$ cat src/rtl/operand_prep_pkg.sv
// Shared adder package: FSM state encoding, canonical quiet-NaN builder and
// IEEE-style field-extraction helpers.
// The helpers work on a FIELD_W-bit container so one set of functions serves
// any EXPBITS/MANTISSABITS combination up to FIELD_W total bits. Callers
// zero-extend the operand in and truncate the result back to field width.
package operand_prep_pkg;

  typedef enum logic [2:0] {
    ST_IDLE,
    ST_COMPARE,
    ST_ISSUE,
    ST_SPECIAL,
    ST_BUSY
  } state_t;

  localparam int unsigned FIELD_W = 64;
  typedef logic [FIELD_W-1:0] field_t;

  function automatic logic fp_sign(input field_t x, input int unsigned eb,
                                   input int unsigned mb);
    field_t t;
    t = x >> (eb + mb);
    return t[0];
  endfunction

  function automatic field_t fp_exp(input field_t x, input int unsigned eb,
                                    input int unsigned mb);
    field_t mask;
    mask = (field_t'(1) << eb) - field_t'(1);
    return (x >> mb) & mask;
  endfunction

  function automatic field_t fp_frac(input field_t x, input int unsigned mb);
    field_t mask;
    mask = (field_t'(1) << mb) - field_t'(1);
    return x & mask;
  endfunction

  // {0, exponent all ones, fraction MSB set, rest zero}
  function automatic field_t fp_qnan(input int unsigned eb, input int unsigned mb);
    field_t r;
    r = ((field_t'(1) << eb) - field_t'(1)) << mb;
    r = r | (field_t'(1) << (mb - 1));
    return r;
  endfunction

endpackage

$ cat src/rtl/operand_prep_classify.sv
// operand_classify: combinational zero / infinity / NaN flags for one
// IEEE-style operand. A zero exponent counts as zero (denormals flushed).
// Ports:
//   Op     in  WIDTH  operand {sign, exponent, fraction}
//   IsZero out 1      exponent is zero
//   IsInf  out 1      exponent all ones, fraction zero
//   IsNaN  out 1      exponent all ones, fraction nonzero
module operand_classify
  import operand_prep_pkg::*;
#(
  parameter int unsigned EXPBITS      = 8,
  parameter int unsigned MANTISSABITS = 23,
  localparam int unsigned WIDTH       = 1 + EXPBITS + MANTISSABITS
) (
  input  logic [WIDTH-1:0] Op,
  output logic             IsZero,
  output logic             IsInf,
  output logic             IsNaN
);

  field_t exp_f;
  field_t frac_f;
  logic   exp_ones;

  assign exp_f    = fp_exp(field_t'(Op), EXPBITS, MANTISSABITS);
  assign frac_f   = fp_frac(field_t'(Op), MANTISSABITS);
  assign exp_ones = (exp_f == ((field_t'(1) << EXPBITS) - field_t'(1)));

  assign IsZero = (exp_f == '0);
  assign IsInf  = exp_ones && (frac_f == '0);
  assign IsNaN  = exp_ones && (frac_f != '0);

endmodule

$ cat src/rtl/operand_prep.sv
// operand_prep: captures an A/B operand pair, orders it by exponent, restores
// hidden bits and resolves special cases before handing off to the adder
// control stage.
// Ports:
//   Clock, Reset            clock, asynchronous active-high reset
//   InValid / InReady       operand-pair handshake (ready only in IDLE)
//   A, B                    operands {sign, exponent, fraction}
//   Go                      one-cycle start pulse to the adder control stage
//   ExpSet, ExpDiff, BigExp operand ordering and exponent difference
//   ManBig, ManSmall        mantissas with hidden bit, after the swap
//   SignBig, SignSmall      signs after the swap
//   Special, SpecialResult  one-cycle bypass pulse and its result
//   Done                    downstream finished (honoured only in BUSY)
module operand_prep
  import operand_prep_pkg::*;
#(
  parameter int unsigned EXPBITS      = 8,
  parameter int unsigned MANTISSABITS = 23,
  localparam int unsigned WIDTH       = 1 + EXPBITS + MANTISSABITS
) (
  input  logic                    Clock,
  input  logic                    Reset,
  input  logic                    InValid,
  output logic                    InReady,
  input  logic [WIDTH-1:0]        A,
  input  logic [WIDTH-1:0]        B,
  output logic                    Go,
  output logic                    ExpSet,
  output logic [EXPBITS-1:0]      ExpDiff,
  output logic [EXPBITS-1:0]      BigExp,
  output logic [MANTISSABITS:0]   ManBig,
  output logic [MANTISSABITS:0]   ManSmall,
  output logic                    SignBig,
  output logic                    SignSmall,
  output logic                    Special,
  output logic [WIDTH-1:0]        SpecialResult,
  input  logic                    Done
);

  localparam field_t QNAN_F = fp_qnan(EXPBITS, MANTISSABITS);
  localparam logic [WIDTH-1:0] QNAN = QNAN_F[WIDTH-1:0];

  state_t                  state_q;
  logic [WIDTH-1:0]        a_q, b_q;
  logic                    ready_q, go_q, special_q;
  logic                    exp_set_q, sign_big_q, sign_small_q;
  logic [EXPBITS-1:0]      exp_diff_q, big_exp_q;
  logic [MANTISSABITS:0]   man_big_q, man_small_q;
  logic [WIDTH-1:0]        special_result_q;

  logic [EXPBITS-1:0]      exp_a, exp_b;
  logic [MANTISSABITS-1:0] frac_a, frac_b;
  logic                    sign_a, sign_b;
  logic                    a_zero, a_inf, a_nan, b_zero, b_inf, b_nan;

  logic                    exp_set_d, sign_big_d, sign_small_d, special_d;
  logic [EXPBITS-1:0]      exp_diff_d, big_exp_d;
  logic [MANTISSABITS:0]   man_a, man_b, man_big_d, man_small_d;
  logic [WIDTH-1:0]        special_result_d;
  logic [EXPBITS:0]        diff_wide;
  logic                    diff_unused;

  assign exp_a  = EXPBITS'(fp_exp(field_t'(a_q), EXPBITS, MANTISSABITS));
  assign exp_b  = EXPBITS'(fp_exp(field_t'(b_q), EXPBITS, MANTISSABITS));
  assign frac_a = MANTISSABITS'(fp_frac(field_t'(a_q), MANTISSABITS));
  assign frac_b = MANTISSABITS'(fp_frac(field_t'(b_q), MANTISSABITS));
  assign sign_a = fp_sign(field_t'(a_q), EXPBITS, MANTISSABITS);
  assign sign_b = fp_sign(field_t'(b_q), EXPBITS, MANTISSABITS);

  operand_classify #(.EXPBITS(EXPBITS), .MANTISSABITS(MANTISSABITS)) u_class_a (
    .Op(a_q), .IsZero(a_zero), .IsInf(a_inf), .IsNaN(a_nan)
  );

  operand_classify #(.EXPBITS(EXPBITS), .MANTISSABITS(MANTISSABITS)) u_class_b (
    .Op(b_q), .IsZero(b_zero), .IsInf(b_inf), .IsNaN(b_nan)
  );

  // Zero exponent flushes the whole mantissa, not just the hidden bit.
  assign man_a = (exp_a != '0) ? {1'b1, frac_a} : '0;
  assign man_b = (exp_b != '0) ? {1'b1, frac_b} : '0;

  always_comb begin
    exp_set_d = (exp_a >= exp_b);
    // Subtraction is done one bit wider and always as big minus small, so the
    // carry-out is always zero and the result never wraps.
    diff_wide = exp_set_d ? ({1'b0, exp_a} - {1'b0, exp_b})
                          : ({1'b0, exp_b} - {1'b0, exp_a});
    {diff_unused, exp_diff_d} = diff_wide;
    big_exp_d    = exp_set_d ? exp_a  : exp_b;
    man_big_d    = exp_set_d ? man_a  : man_b;
    man_small_d  = exp_set_d ? man_b  : man_a;
    sign_big_d   = exp_set_d ? sign_a : sign_b;
    sign_small_d = exp_set_d ? sign_b : sign_a;

    special_d        = 1'b1;
    special_result_d = QNAN;
    if (a_nan || b_nan) begin
      special_result_d = QNAN;
    end else if (a_inf && b_inf && (sign_a != sign_b)) begin
      special_result_d = QNAN;
    end else if (a_inf) begin
      special_result_d = a_q;
    end else if (b_inf) begin
      special_result_d = b_q;
    end else if (a_zero && b_zero) begin
      special_result_d = {sign_a & sign_b, {(WIDTH-1){1'b0}}};
    end else if (a_zero) begin
      special_result_d = b_q;
    end else if (b_zero) begin
      special_result_d = a_q;
    end else begin
      special_d        = 1'b0;
      special_result_d = '0;
    end
  end

  always_ff @(posedge Clock or posedge Reset) begin
    if (Reset) begin
      state_q          <= ST_IDLE;
      a_q              <= '0;
      b_q              <= '0;
      ready_q          <= 1'b1;
      go_q             <= 1'b0;
      special_q        <= 1'b0;
      exp_set_q        <= 1'b0;
      exp_diff_q       <= '0;
      big_exp_q        <= '0;
      man_big_q        <= '0;
      man_small_q      <= '0;
      sign_big_q       <= 1'b0;
      sign_small_q     <= 1'b0;
      special_result_q <= '0;
    end else begin
      case (state_q)
        ST_IDLE: begin
          if (InValid) begin
            a_q     <= A;
            b_q     <= B;
            ready_q <= 1'b0;
            state_q <= ST_COMPARE;
          end
        end
        ST_COMPARE: begin
          exp_set_q        <= exp_set_d;
          exp_diff_q       <= exp_diff_d;
          big_exp_q        <= big_exp_d;
          man_big_q        <= man_big_d;
          man_small_q      <= man_small_d;
          sign_big_q       <= sign_big_d;
          sign_small_q     <= sign_small_d;
          special_result_q <= special_result_d;
          if (special_d) begin
            special_q <= 1'b1;
            state_q   <= ST_SPECIAL;
          end else begin
            go_q    <= 1'b1;
            state_q <= ST_ISSUE;
          end
        end
        ST_ISSUE: begin
          go_q    <= 1'b0;
          state_q <= ST_BUSY;
        end
        ST_SPECIAL: begin
          special_q <= 1'b0;
          ready_q   <= 1'b1;
          state_q   <= ST_IDLE;
        end
        ST_BUSY: begin
          if (Done) begin
            ready_q <= 1'b1;
            state_q <= ST_IDLE;
          end
        end
        default: begin
          go_q      <= 1'b0;
          special_q <= 1'b0;
          ready_q   <= 1'b1;
          state_q   <= ST_IDLE;
        end
      endcase
    end
  end

  assign InReady       = ready_q;
  assign Go            = go_q;
  assign Special       = special_q;
  assign ExpSet        = exp_set_q;
  assign ExpDiff       = exp_diff_q;
  assign BigExp        = big_exp_q;
  assign ManBig        = man_big_q;
  assign ManSmall      = man_small_q;
  assign SignBig       = sign_big_q;
  assign SignSmall     = sign_small_q;
  assign SpecialResult = special_result_q;

endmodule

$ cat config.mk
export PLATFORM = sky130hd
export DESIGN_NAME = operand_prep
export DESIGN_NICKNAME = d
export VERILOG_FILES = /design/src/rtl/operand_prep_pkg.sv /design/src/rtl/operand_prep_classify.sv /design/src/rtl/operand_prep.sv
export SDC_FILE = /design/constraint.sdc
export NUM_CORES = 1
export LEC_CHECK = 0
export BUFFER_PORTS_ARGS = -buffer_cell sky130_fd_sc_hd__buf_2
export CORE_MARGIN = 2
export CORE_UTILIZATION = 30
export CTS_BUF_LIST = sky130_fd_sc_hd__clkbuf_4 sky130_fd_sc_hd__clkbuf_8 sky130_fd_sc_hd__clkbuf_16
export CTS_CLUSTER_DIAMETER = 120
export DETAILED_ROUTE_END_ITERATION = 8
export GPL_ROUTABILITY_DRIVEN = 0
export REMOVE_ABC_BUFFERS = 1
export SYNTH_ARGS = -nofsm -noshare
export SYNTH_HDL_FRONTEND = slang
export SYNTH_SLANG_ARGS = --single-unit
$ cat constraint.sdc
create_clock -name Clock -period 6 [get_ports Clock]
set_input_delay 0.6 -clock Clock [delete_from_list [all_inputs] [get_ports Clock]]
set_output_delay 0.6 -clock Clock [all_outputs]
set_load 0.05 [all_outputs]
# After elaboration in Yosys (flattened, before gate mapping)
# Cells that the tools add are included.
[word_totals]
reg_bits = 169
word_cells = 90
[op_classes]
add_sub_neg = 2
bitwise = 4
reduce_logical = 25
order_cmp = 1
n_mux = 33
eq_ne = 11
[ops]
columns = ["operator", "count"]
rows = [
  ["zero test 64 bit", 4],
  ["two-way mux 32 bit", 7],
  ["nonzero test 64 bit", 2],
  ["two-way mux 24 bit", 4],
  ["== test 8 bit (second input constant)", 2],
  ["two-way mux 8 bit", 2],
  ["nonzero test 8 bit", 2],
  ["subtractor 8 bit", 2],
  ["two-way mux 1 bit", 14],
  ["one-hot mux 3 bit (4 select lines)", 1],
  [">= comparator 8 bit", 1],
  ["!= test 2 bit (second input constant)", 4],
  ["AND reduction 2 bit", 4],
  ["logical AND 1 bit", 7],
  ["== test 3 x 2 -> 1 bit (second input constant)", 2],
  ["two-way mux 3 bit", 2],
  ["OR reduction 3 bit", 2],
  ["one-hot mux 1 bit (2 select lines)", 2],
  ["== test 3 x 1 -> 1 bit (second input constant)", 1],
  ["== test 3 bit (second input constant)", 1],
  ["zero test 3 bit", 1],
  ["NOT 1 bit", 3],
  ["one-hot mux 1 bit (3 select lines)", 1],
  ["AND reduction 3 bit", 1],
  ["4 further kinds", 4],
]

# Depth between registers and ports, before layout
# Gate-level depths: netlist of run 1.
[logic_depth]
word_depth = 10
depth_mapped = 11
depth_no_buf = 10

# Modules after synthesis
# From an unflattened synthesis of run 1, not the netlist that was laid out.
[unflattened]
hier_cells = 803
hier_area_um2 = 8003.9
[modules_own_cells]
columns = ["mod", "instances", "cells_each", "area_each_um2"]
rows = [
  ["operand_prep", 1, 771, 7801.2],
  ["operand_classify", 2, 16, 101.3],
]

# Least setup slack after synthesis of run 1
# No wires, ideal clock.
[synth_timing]
path_type = "reg-to-reg"
startpoint = "register a_q[23]"
endpoint = "register exp_diff_q[6], in the netlist ExpDiff[6]"
path_stages_with_launch = 12
t_required_ns = 5.871
setup_time_ns = 0.129
setup_slack_ns = 3.360
arrival_time_ns = 2.511
path_cell_list = "dfrtp_1 > inv_1 > ha_1 > fa_1 > nand3b_1 > a31oi_1 > or2_1 > buf_6 > mux2_4 > a221oi_2 > xor2_1 > o21ai_1"
[synth_between]
elab_chain_len = 2
word_cells_on_any_way = 4
classes_between = "add/sub: 2; order compare: 1; mux: 1"
[synth_lines]
columns = ["item", "line", "rtl"]
rows = [
  ["from (decl)", "operand_prep.sv:44", "logic [WIDTH-1:0] a_q, b_q;"],
  ["from (signal assigned)", "operand_prep.sv:120", "a_q <= '0;"],
  ["from (signal assigned)", "operand_prep.sv:137", "a_q <= A;"],
  ["subtractor 8 bit, or another cell as far along", "operand_prep.sv:87", ": ({1'b0, exp_b} - {1'b0, exp_a});"],
  ["two-way mux 8 bit (*)", "operand_prep.sv:86", "diff_wide = exp_set_d ? ({1'b0, exp_a} - {1'b0, exp_b})"],
  ["to (signal assigned)", "operand_prep.sv:145", "exp_diff_q <= exp_diff_d;"],
  ["to (decl)", "operand_prep.sv:47", "logic [EXPBITS-1:0] exp_diff_q, big_exp_q;"],
]
# Every way passes the cells marked *; elsewhere a longest branch is shown, timed or not.
# A chain may end at the register's enable or synchronous reset.

# Final worst setup path of run 1
[layout_timing]
startpoint = "register a_q[27]"
endpoint = "register special_result_q[15], in the netlist SpecialResult[15]"
[layout_between]
elab_chain_len = 7
word_cells_on_any_way = 14
classes_between = "eq/ne: 1; mux: 6; reduce/logical: 7"
[layout_lines]
columns = ["item", "line", "rtl"]
rows = [
  ["zero test 64 bit", "operand_prep_classify.sv:29", "assign IsZero = (exp_f == '0);"],
  ["two-way mux 32 bit or logical AND 1 bit (tied branches)", "operand_prep.sv:107, operand_prep.sv:105", ""],
  ["two-way mux 32 bit", "operand_prep.sv:105", "end else if (a_zero && b_zero) begin"],
  ["two-way mux 32 bit", "operand_prep.sv:103", "end else if (b_inf) begin"],
  ["two-way mux 32 bit", "operand_prep.sv:101", "end else if (a_inf) begin"],
  ["two-way mux 32 bit", "operand_prep.sv:99", "end else if (a_inf && b_inf && (sign_a != sign_b)) begin"],
  ["two-way mux 32 bit (*)", "operand_prep.sv:97", "if (a_nan || b_nan) begin"],
  ["to (signal assigned)", "operand_prep.sv:151", "special_result_q <= special_result_d;"],
  ["to (decl)", "operand_prep.sv:49", "logic [WIDTH-1:0] special_result_q;"],
]
# Marks and branches as above.

==> results of run 1 <==
[cell type report]
class                           count  area [µm²]
Inverter                           21        83.8
Tap cell                          341         427
Clock inverter                      8         124
Sequential cell                   169        4230
Fill cell                        2741       17000
Timing Repair Buffer              177         906
Clock buffer                       24         484
Multi-Input combinational cell    576        3590
[cell usage after synthesis (all sizes together), types with 4 or more instances]
library cell and n:
nor3 6, a22oi 9, a22o 6, nand2b 4
nor2 36, and3 46, nand4 8, buf 15
a21oi 23, mux2 50, inv 21, o21ai 118
a221oi 13, dfrtp 168, nor4 15, ha 16
mux2i 6, nand2 130, a31oi 56, clkbuf 48
[layer usage]
metal	up-vias	wire length, µm	global-route usage (%)
met5	-	0	0
met4	0	408	4.76
met3	30	1360	3.67
met2	230	11200	27.9
met1	3371	11300	24.2
li1	3252	-	-
[how the worst max path moves through the flow]
stage | from | to | slack (ns) | cells past startpoint
2_1_floorplan | Reset | BigExp[0] | 0.83 | 1
3_3_place_gp | a_q[27] | SpecialResult[14] | 2.58 | 5
5_1_grt | a_q[27] | SpecialResult[12] | 2.15 | 5
3_5_place_dp | a_q[27] | SpecialResult[15] | 2.46 | 5
6_report | a_q[27] | SpecialResult[15] | 2.43 | 5
4_1_cts | a_q[27] | SpecialResult[8] | 2.44 | 5
[metrics by stage]
stage	instances	hold slack, ns	worst slack (ns)	utilization, %	cell area, µm²
6_report	1316	0.368	2.43	36.7	9850
5_1_grt	1316	0.379	2.15	36.7	9850
4_1_cts	1316	0.356	2.44	36.7	9850
3_5_place_dp	1284	0.464	2.46	34.5	9240
3_3_place_gp	1284	0.457	2.58	34.5	9240
2_1_floorplan	766	0.524	0.827	-	7860
[cell families after synthesis]
| family | synth area share (%) |
|---|---|
| buf+inv | 4.30 |
| xor+xnor | 0.539 |
| compound gates | 17.7 |
| flops | 52.1 |
| simple gates | 14.7 |
| fa+ha+maj | 2.96 |
| mux | 7.71 |
[worst reg2reg max path, delay by kind of cell, from the launching register on]
| kind | cells | cell delay, ns |
|---|---|---|
| AND/OR/NAND/NOR | 3 | 2.62 |
| flip-flops | 1 | 0.43 |
| AO/OA/AOI/OAI | 2 | 0.42 |
[registers in the layout, summed over array words and instances, names as in the netlist]
register	flops
ExpDiff	8
ManSmall	24
Go	1
b_q	32
InReady	1
SpecialResult	32
state_q	3
BigExp	8
Special	1
SignBig	1
SignSmall	1
ManBig	24
ExpSet	1
a_q	32
==> flow_summary.ini, run 1 <==
[global_routing]
grt_usage_pct = 17.5
grt_pass1_vias = 6649
overflow = 0
grt_pass1_wl_um = 38800
grt_max_degree = 101
antenna_found_initial = 0

[critical_path]
worstPathMaxFanout = 52
cp.required_ns = 6.34
crit_chain = nor4_1 -> nand2_2 -> nor2_2 -> a221oi_1 -> o21ai_0
worstSetupStartpointType = flip-flop
timing.rr.end = SpecialResult[15]
critPathKind = reg2reg
r2r_start = a_q[27]
slowest_delay_ns = 1.11
cp_top_family = simple AND/OR/NAND/NOR gates
r2r_cells = 5
worst-path-buf-inv = 0
r2r_slack_ns = 2.43
setup.worst_path.end_class = flip-flop
worstPathArrival_ns = 3.91
critical_path.slowest_cell = nor2_2

[finish]
layout_common_cells = buf_2, dfrtp_1, nand2_1
antennaDiodeCount = 0
layout_commonest_cell = buf_2
nNetsFinal = 1048
area_delta_synth_final_pct = 21.2
drive_gt1_share_pct = 28.2

[detailed_routing]
drt_pass1_iterations = 5
drc = 0
drt_wl_total_um = 24300
ant_nets = 0
via_per_inst = 5.23
drtIter0Drc = 491
via_count = 6883
avgRoutedWirePerCell_um = 18.5

[yosys]
synthArstFlopShare_pct = 100
synth-edff-count = 0
yosysTopAreaCell = dfrtp_1
syn_inst = 829
yosys_most_used_dff = dfrtp_1
syn_area_per_cell_um2 = 9.80
ys_warn_count = 0
synth_cell_type_count = 52
ys_top_cells_by_area = dfrtp_1, o21ai_0, mux2_2
ys_seq_elements = 169
synth_top_area_share_pct = 51.7
netlist_area_mm2 = 0.00813
synth-seq-area-share_pct = 52.1

[floorplanning]
num_rows = 60
start_util_pct = 30.3
ioPinCount = 170
core_area_mm2 = 0.0268
die_x_um = 169
dieArea_mm2 = 0.0284
die_h_um = 169

[clocking]
cts.sinks = 169
clk_path_buf_depth = 2
cts-buffers-inserted = 17
path_clk_slew_ns = 0.07
cts_hold_buffers = 0
htreeDepth = 4
post_cts_buffers = 0
clock_latency_ns = 0.43
ctsResizeCount = 0
cts_tree = built
cts_root_buffer = clkbuf_16

[sta]
tns_ns = 0
slew_viol_final = 0
max_clock_freq_mhz = 280
skew_ns = 0.0140
timing.final.crit_share_pct = 59.5
tightest_slew_ns = 1.14
finalHoldViolCount = 0
min_period_ns = 3.57
slew-limit-headroom_pct = 23.7
setup_viol = 0
rsz0062_at_grt = no

[run]
drv_cap = 0

[status]
status = completed

[placement]
port_buffers = 169
dp_hpwl_um = 16400

[min_path]
hp-class = in2async
Power of run 1 is not shown: default switching activity piles up to over one toggle a cycle in this logic, so the estimate is an artifact.
==> inputs of run 2 (changes only) <==
--- a/config.mk
+++ b/config.mk
@@ -5,6 +5,7 @@
 export SDC_FILE = /design/constraint.sdc
 export NUM_CORES = 1
 export LEC_CHECK = 0
+export ABC_AREA = 1
 export BUFFER_PORTS_ARGS = -buffer_cell sky130_fd_sc_hd__buf_2
 export CORE_MARGIN = 2
 export CORE_UTILIZATION = 30
==> constraint.sdc (replaced) <==
create_clock -name Clock -period 3.35 [get_ports Clock]
set_input_delay 0.335 -clock Clock [delete_from_list [all_inputs] [get_ports Clock]]
set_output_delay 0.335 -clock Clock [all_outputs]
set_load 0.05 [all_outputs]
==> run 2 against run 1 <==
Synthesized cell count increased by 29%. Area after synthesis increased by 4.1%. First-iteration DRC count is 14% higher. Die area rose by 4.0%. Critical path depth rose by 5. Non-clock buffer count increased by 5. Clock skew shrank 0.0026 ns. Worst setup slack lost 1.6 ns. Highest routed layer unchanged.
==> flow_summary.ini, run 2 <==
[finish]
layout_commonest_cell = nand2_1
area_delta_synth_final_pct = 21.0
drive_gt1_share_pct = 20.4
antennaDiodeCount = 0
nNetsFinal = 1300
regArea_mm2 = 0.00423
layout_common_cells = nand2_1, nor2_1, buf_2
nFillCells = 2985
multiInputGateArea_mm2 = 0.00365
fin_util_pct = 36.9

[sta]
worst_hold_slack_ns = 0.0247
setup_viol = 0
min_period_ns = 2.51
timing.final.crit_share_pct = 74.9
tightest_slew_ns = 0.913
max_clock_freq_mhz = 399
slew-limit-headroom_pct = 39.1
finalHoldViolCount = 0
skew_ns = 0.0114
slew_viol_final = 0
rsz0062_at_grt = no

[yosys]
synth_compound_area_share_pct = 14.3
netlist_area_mm2 = 0.00846
synthAdderAreaFrac_pct = 2.84
synthArstFlopShare_pct = 100
yosys_most_used_dff = dfrtp_1
synth_top_family_by_area = simple AND/OR/NAND/NOR gates
syn_area_per_cell_um2 = 7.91
synthSimpleGateAreaFrac_pct = 24.0
yosysTopAreaCell = dfrtp_1
synthMuxAreaShare_pct = 1.33
synth-seq-area-share_pct = 50.0
ys_warn_count = 0
synth_top_area_share_pct = 49.7
ys_top_cells_by_area = dfrtp_1, nand2_1, nor2_1
synthTopCellsByCount = nand2_1, nor2_1, dfrtp_1
ys_seq_elements = 169
yosysMostFrequentCell = nand2_1
synth_cell_type_count = 35
synth_xor_area_share_pct = 0.621
syn_inst = 1070
synth-edff-count = 0

[clocking]
cts_hold_buffers = 0
clock_latency_ns = 0.42
cts.sinks = 169
post_cts_buffers = 0
htreeDepth = 4
ctsResizeCount = 0
cts-buffers-inserted = 17
clk_path_buf_depth = 2
cts_root_buffer = clkbuf_16
path_clk_slew_ns = 0.07
cts_tree = built

[detailed_routing]
avgRoutedWirePerCell_um = 16.3
drt_pass1_iterations = 5
via_count = 7751
via_per_inst = 4.83
drt_wl_total_um = 26200
drtIter0Drc = 559
drc = 0
ant_nets = 0

[floorplanning]
num_rows = 61
ioPinCount = 170
core_area_mm2 = 0.0278
start_util_pct = 30.5
die_x_um = 172
die_h_um = 172
dieArea_mm2 = 0.0296

[critical_path]
cp_top_family = adder cells
worstSetupStartpoint = a_q[23]
r2r_cells = 10
cp.required_ns = 3.65
slowest_delay_ns = 0.46
cp_num_cells = 10
crit_chain = inv_1 -> ha_1 -> fa_1 -> o21ai_2 -> o21ai_2 -> nand2_2 -> inv_2 -> buf_12 -> o21ai_0 -> o21ai_0
setup.worst_path.end_class = flip-flop
timing.rr.end = ManBig[8]
critical_path.slowest_cell = dfrtp_1
worstPathMaxFanout = 42
worstPathArrival_ns = 2.81
worst-path-buf-inv = 3
worstSetupStartpointType = flip-flop
r2r_slack_ns = 0.84
critPathKind = reg2reg
r2r_start = a_q[23]

[placement]
dp_hpwl_um = 18100
port_buffers = 169

[pwr]
p_total_mw = 12.7
worst_ir_drop_vdd_mv = 0.830
powerDensity_mw_per_mm2 = 1240
leakage_nw = 5.23

[min_path]
hp-class = in2async

[status]
status = completed

[run]
drv_cap = 0

[global_routing]
grt_pass1_wl_um = 40500
antenna_found_initial = 0
grt_usage_pct = 17.9
grt_pass1_vias = 7284
grt_max_degree = 81
overflow = 0
==> run 2: cell types whose count changed after synthesis, sizes merged, moves of 40 or more <==
cell and delta:
a21oi +76, a31oi -53, and3 -46, inv +61
mux2 -40, nand2 +124, nor2 +146
==> run 2: how the worst max path moves through the flow <==
stage	endpoint	slack [ns]
2_1_floorplan	BigExp[0]	-1.56
3_5_place_dp	ExpDiff[1]	0.89
5_1_grt	ManSmall[12]	0.58
4_1_cts	ExpDiff[1]	0.87
6_report	ManBig[8]	0.84
3_3_place_gp	ExpDiff[1]	0.92
==> run 2: kinds of logic after synthesis <==
| kind of cell | after synthesis |
|---|---|
| AND/OR/NAND/NOR | 499 |
| AO/OA/AOI/OAI | 229 |
| flip-flops | 169 |
| buffers and inverters | 139 |
| adder cells (fa/ha/maj) | 18 |
| multiplexers | 10 |
| XOR/XNOR | 6 |
==> run 2: area by class of cell <==
class,count,area share (%)
clock inverters,10,1.14
inverters,82,3.07
well taps,378,4.62
multi-input cells,762,35.7
flip-flops and latches,169,41.3
clock buffers,22,4.76
repair buffers,182,9.46
==> run 2: stage by stage <==
| stage | setup TNS, ns | cell area (µm²) | std cells | setup slack (ns) |
|---|---|---|---|---|
| 6_report | 0 | 10200 | 1605 | 0.841 |
| 5_1_grt | 0 | 10200 | 1605 | 0.578 |
| 4_1_cts | 0 | 10200 | 1605 | 0.865 |
| 3_5_place_dp | 0 | 9640 | 1573 | 0.885 |
| 3_3_place_gp | 0 | 9640 | 1573 | 0.916 |
| 2_1_floorplan | -262.17 | 8180 | 1013 | -1.56 |
==> run 2: power breakdown <==
| part | switching [mW] | internal (mW) |
|---|---|---|
| combinational | 5.19 | 1.90 |
| clock | 0.848 | 1.19 |
| sequential | 0.624 | 2.93 |
| total | 6.67 | 6.02 |
==> run 2: layer usage <==
layer	GRT usage [%]	part of all wire [%]
met1	25.3	47
met4	4.24	1.6
met5	0	0
met3	3.32	5.6
met2	28.4	46
No activity file was read; power rests on OpenSTA's default activity.
==> inputs of run 3 (changes only) <==
==> constraint.sdc (replaced) <==
create_clock -name Clock -period 2.6 [get_ports Clock]
set_input_delay 0.26 -clock Clock [delete_from_list [all_inputs] [get_ports Clock]]
set_output_delay 0.26 -clock Clock [all_outputs]
set_load 0.05 [all_outputs]
==> run 3 against run 2 <==
First-iteration DRC count up 12%. Power rose by 30%. Register-to-register slack got worse by 0.67 ns. Die area stayed put. Clock power increased by 28%. Critical endpoint is now ManSmall[14]. Clock-buffer cell count down 2. Via count decreased by 0.40%. Fmax grew 3.4%. Global-route usage rose by 0.12 points. Sequential share of layout area is 0.34 points lower. Critical path depth unchanged.
==> flow_summary.ini, run 3 (synthesis gave the netlist of run 2 again) <==
[status]
status = completed

[floorplanning]
die_x_um = 172
ioPinCount = 170
dieArea_mm2 = 0.0296
start_util_pct = 30.5
core_area_mm2 = 0.0278
die_h_um = 172
num_rows = 61

[placement]
dp_cells = 1581
dp_slack_ns = 0.153
dp_hpwl_um = 18400
port_buffers = 169
postPlaceCellArea_mm2 = 0.00972

[detailed_routing]
drc = 0
via_per_inst = 4.78
drt_wl_total_um = 26300
via_count = 7720
drtIter0Drc = 624
avgRoutedWirePerCell_um = 16.3
drt_pass1_iterations = 5
ant_nets = 0

[min_path]
holdPathEnd = b_q[1]
hp-class = in2reg
hold_path.startpoint = B[1]
hold_path_depth = 2

[sta]
tightest_slew_ns = 0.798
worst_hold_slack_ns = 0.0570
tns_ns = 0
min_period_ns = 2.43
skew_ns = 0.0130
slew_viol_final = 0
slew-limit-headroom_pct = 46.8
timing.final.ws_setup_ns = 0.174
max_clock_freq_mhz = 412
rsz0062_at_grt = yes
timing.final.crit_share_pct = 93.3
setup_viol = 0
finalHoldViolCount = 0

[finish]
layout_commonest_cell = nand2_1
drive_gt1_share_pct = 21.0
nNetsFinal = 1309
fin_util_pct = 37.2
layout_common_cells = nand2_1, nor2_1, buf_2
final_cells = 1615
area_delta_synth_final_pct = 22.1
finalInstanceArea_mm2 = 0.0103

[global_routing]
grt_usage_pct = 18.0
grt_pass1_wl_um = 40600
overflow = 0
grt_pass1_vias = 7305
grt_max_degree = 73
antenna_found_initial = 0

[clocking]
cts_tree = built
clock_latency_ns = 0.43
cts_root_buffer = clkbuf_16
cts.sinks = 169
clk_path_buf_depth = 2
path_clk_slew_ns = 0.07
htreeDepth = 4
cts-buffers-inserted = 17

[pwr]
p_total_mw = 16.5
powerDensity_mw_per_mm2 = 1600
leakage_nw = 5.27
worst_ir_drop_vdd_mv = 1.11

[critical_path]
cp.required_ns = 2.94
worstPathArrival_ns = 2.77
critPathKind = reg2reg
worstSetupStartpointType = flip-flop
r2r_slack_ns = 0.17
worstPathMaxFanout = 14
r2r_start = a_q[28]
setup.worst_path.end_class = flip-flop
timing.rr.end = ManSmall[14]
r2r_cells = 10

[run]
drv_cap = 0
[run 3: changes by cell type in the layout (fill, tap and decap cells not counted), sizes merged]
cell / before / now
bufinv: 2 / 1
inv: 82 / 88
clkinv: 6 / 3
buf: 182 / 190
dlygate4sd3: 0 / 1
clkbuf: 22 / 20
diode: 0 / 1
[run 3: cell type report]
type                       instances  area (µm²)
antenna                            1        2.50
clock buffer                      20         467
clock inverter                    12         128
fill                            3017       17500
inverter                          82         314
multi-input combinational        762        3650
sequential                       169        4230
tap                              378         473
timing repair buffer             191        1060
[run 3: routing by layer]
| layer | part of all wire (%) | wire, µm | global-route usage (%) |
|---|---|---|---|
| met5 | 0 | 0 | 0 |
| met4 | 1.0 | 271 | 4.17 |
| met3 | 6.2 | 1640 | 4.10 |
| met2 | 47 | 12400 | 29.4 |
| met1 | 46 | 12000 | 24.3 |
[run 3: critical path: stages, from the launching register on]
cell     delay (ns)
dfrtp_1        0.43
inv_1          0.11
ha_1           0.43
a21oi_2        0.22
nor3_1         0.08
nor3_2         0.16
nand2_2        0.11
inv_2          0.24
buf_4          0.26
o21ai_0        0.09
o21ai_0        0.20
[run 3: repair_timing]
item / CTS / global route
hold buffers: 1 / 0
setup endpoints to repair: 0 / 4
buffers inserted: 0 / 0
resized for setup: 0 / 1
endpoints found under the hold margin: 33 / 0
[run 3: where the power goes]
group	leakage, nW	switching [mW]	internal, mW
logic	2.97	6.74	2.56
clock network	0.290	1.19	1.43
registers	2.01	0.791	3.78
total	5.27	8.72	7.77
[run 3: how the worst max path moves through the flow]
stage / startpoint / endpoint / cells after the start
2_1_floorplan: Reset / BigExp[0] / 1
3_3_place_gp: a_q[23] / ManSmall[23] / 10
3_5_place_dp: a_q[23] / ManSmall[23] / 10
4_1_cts: a_q[23] / ManSmall[23] / 10
5_1_grt: a_q[28] / ManSmall[14] / 10
6_report: a_q[28] / ManSmall[14] / 10
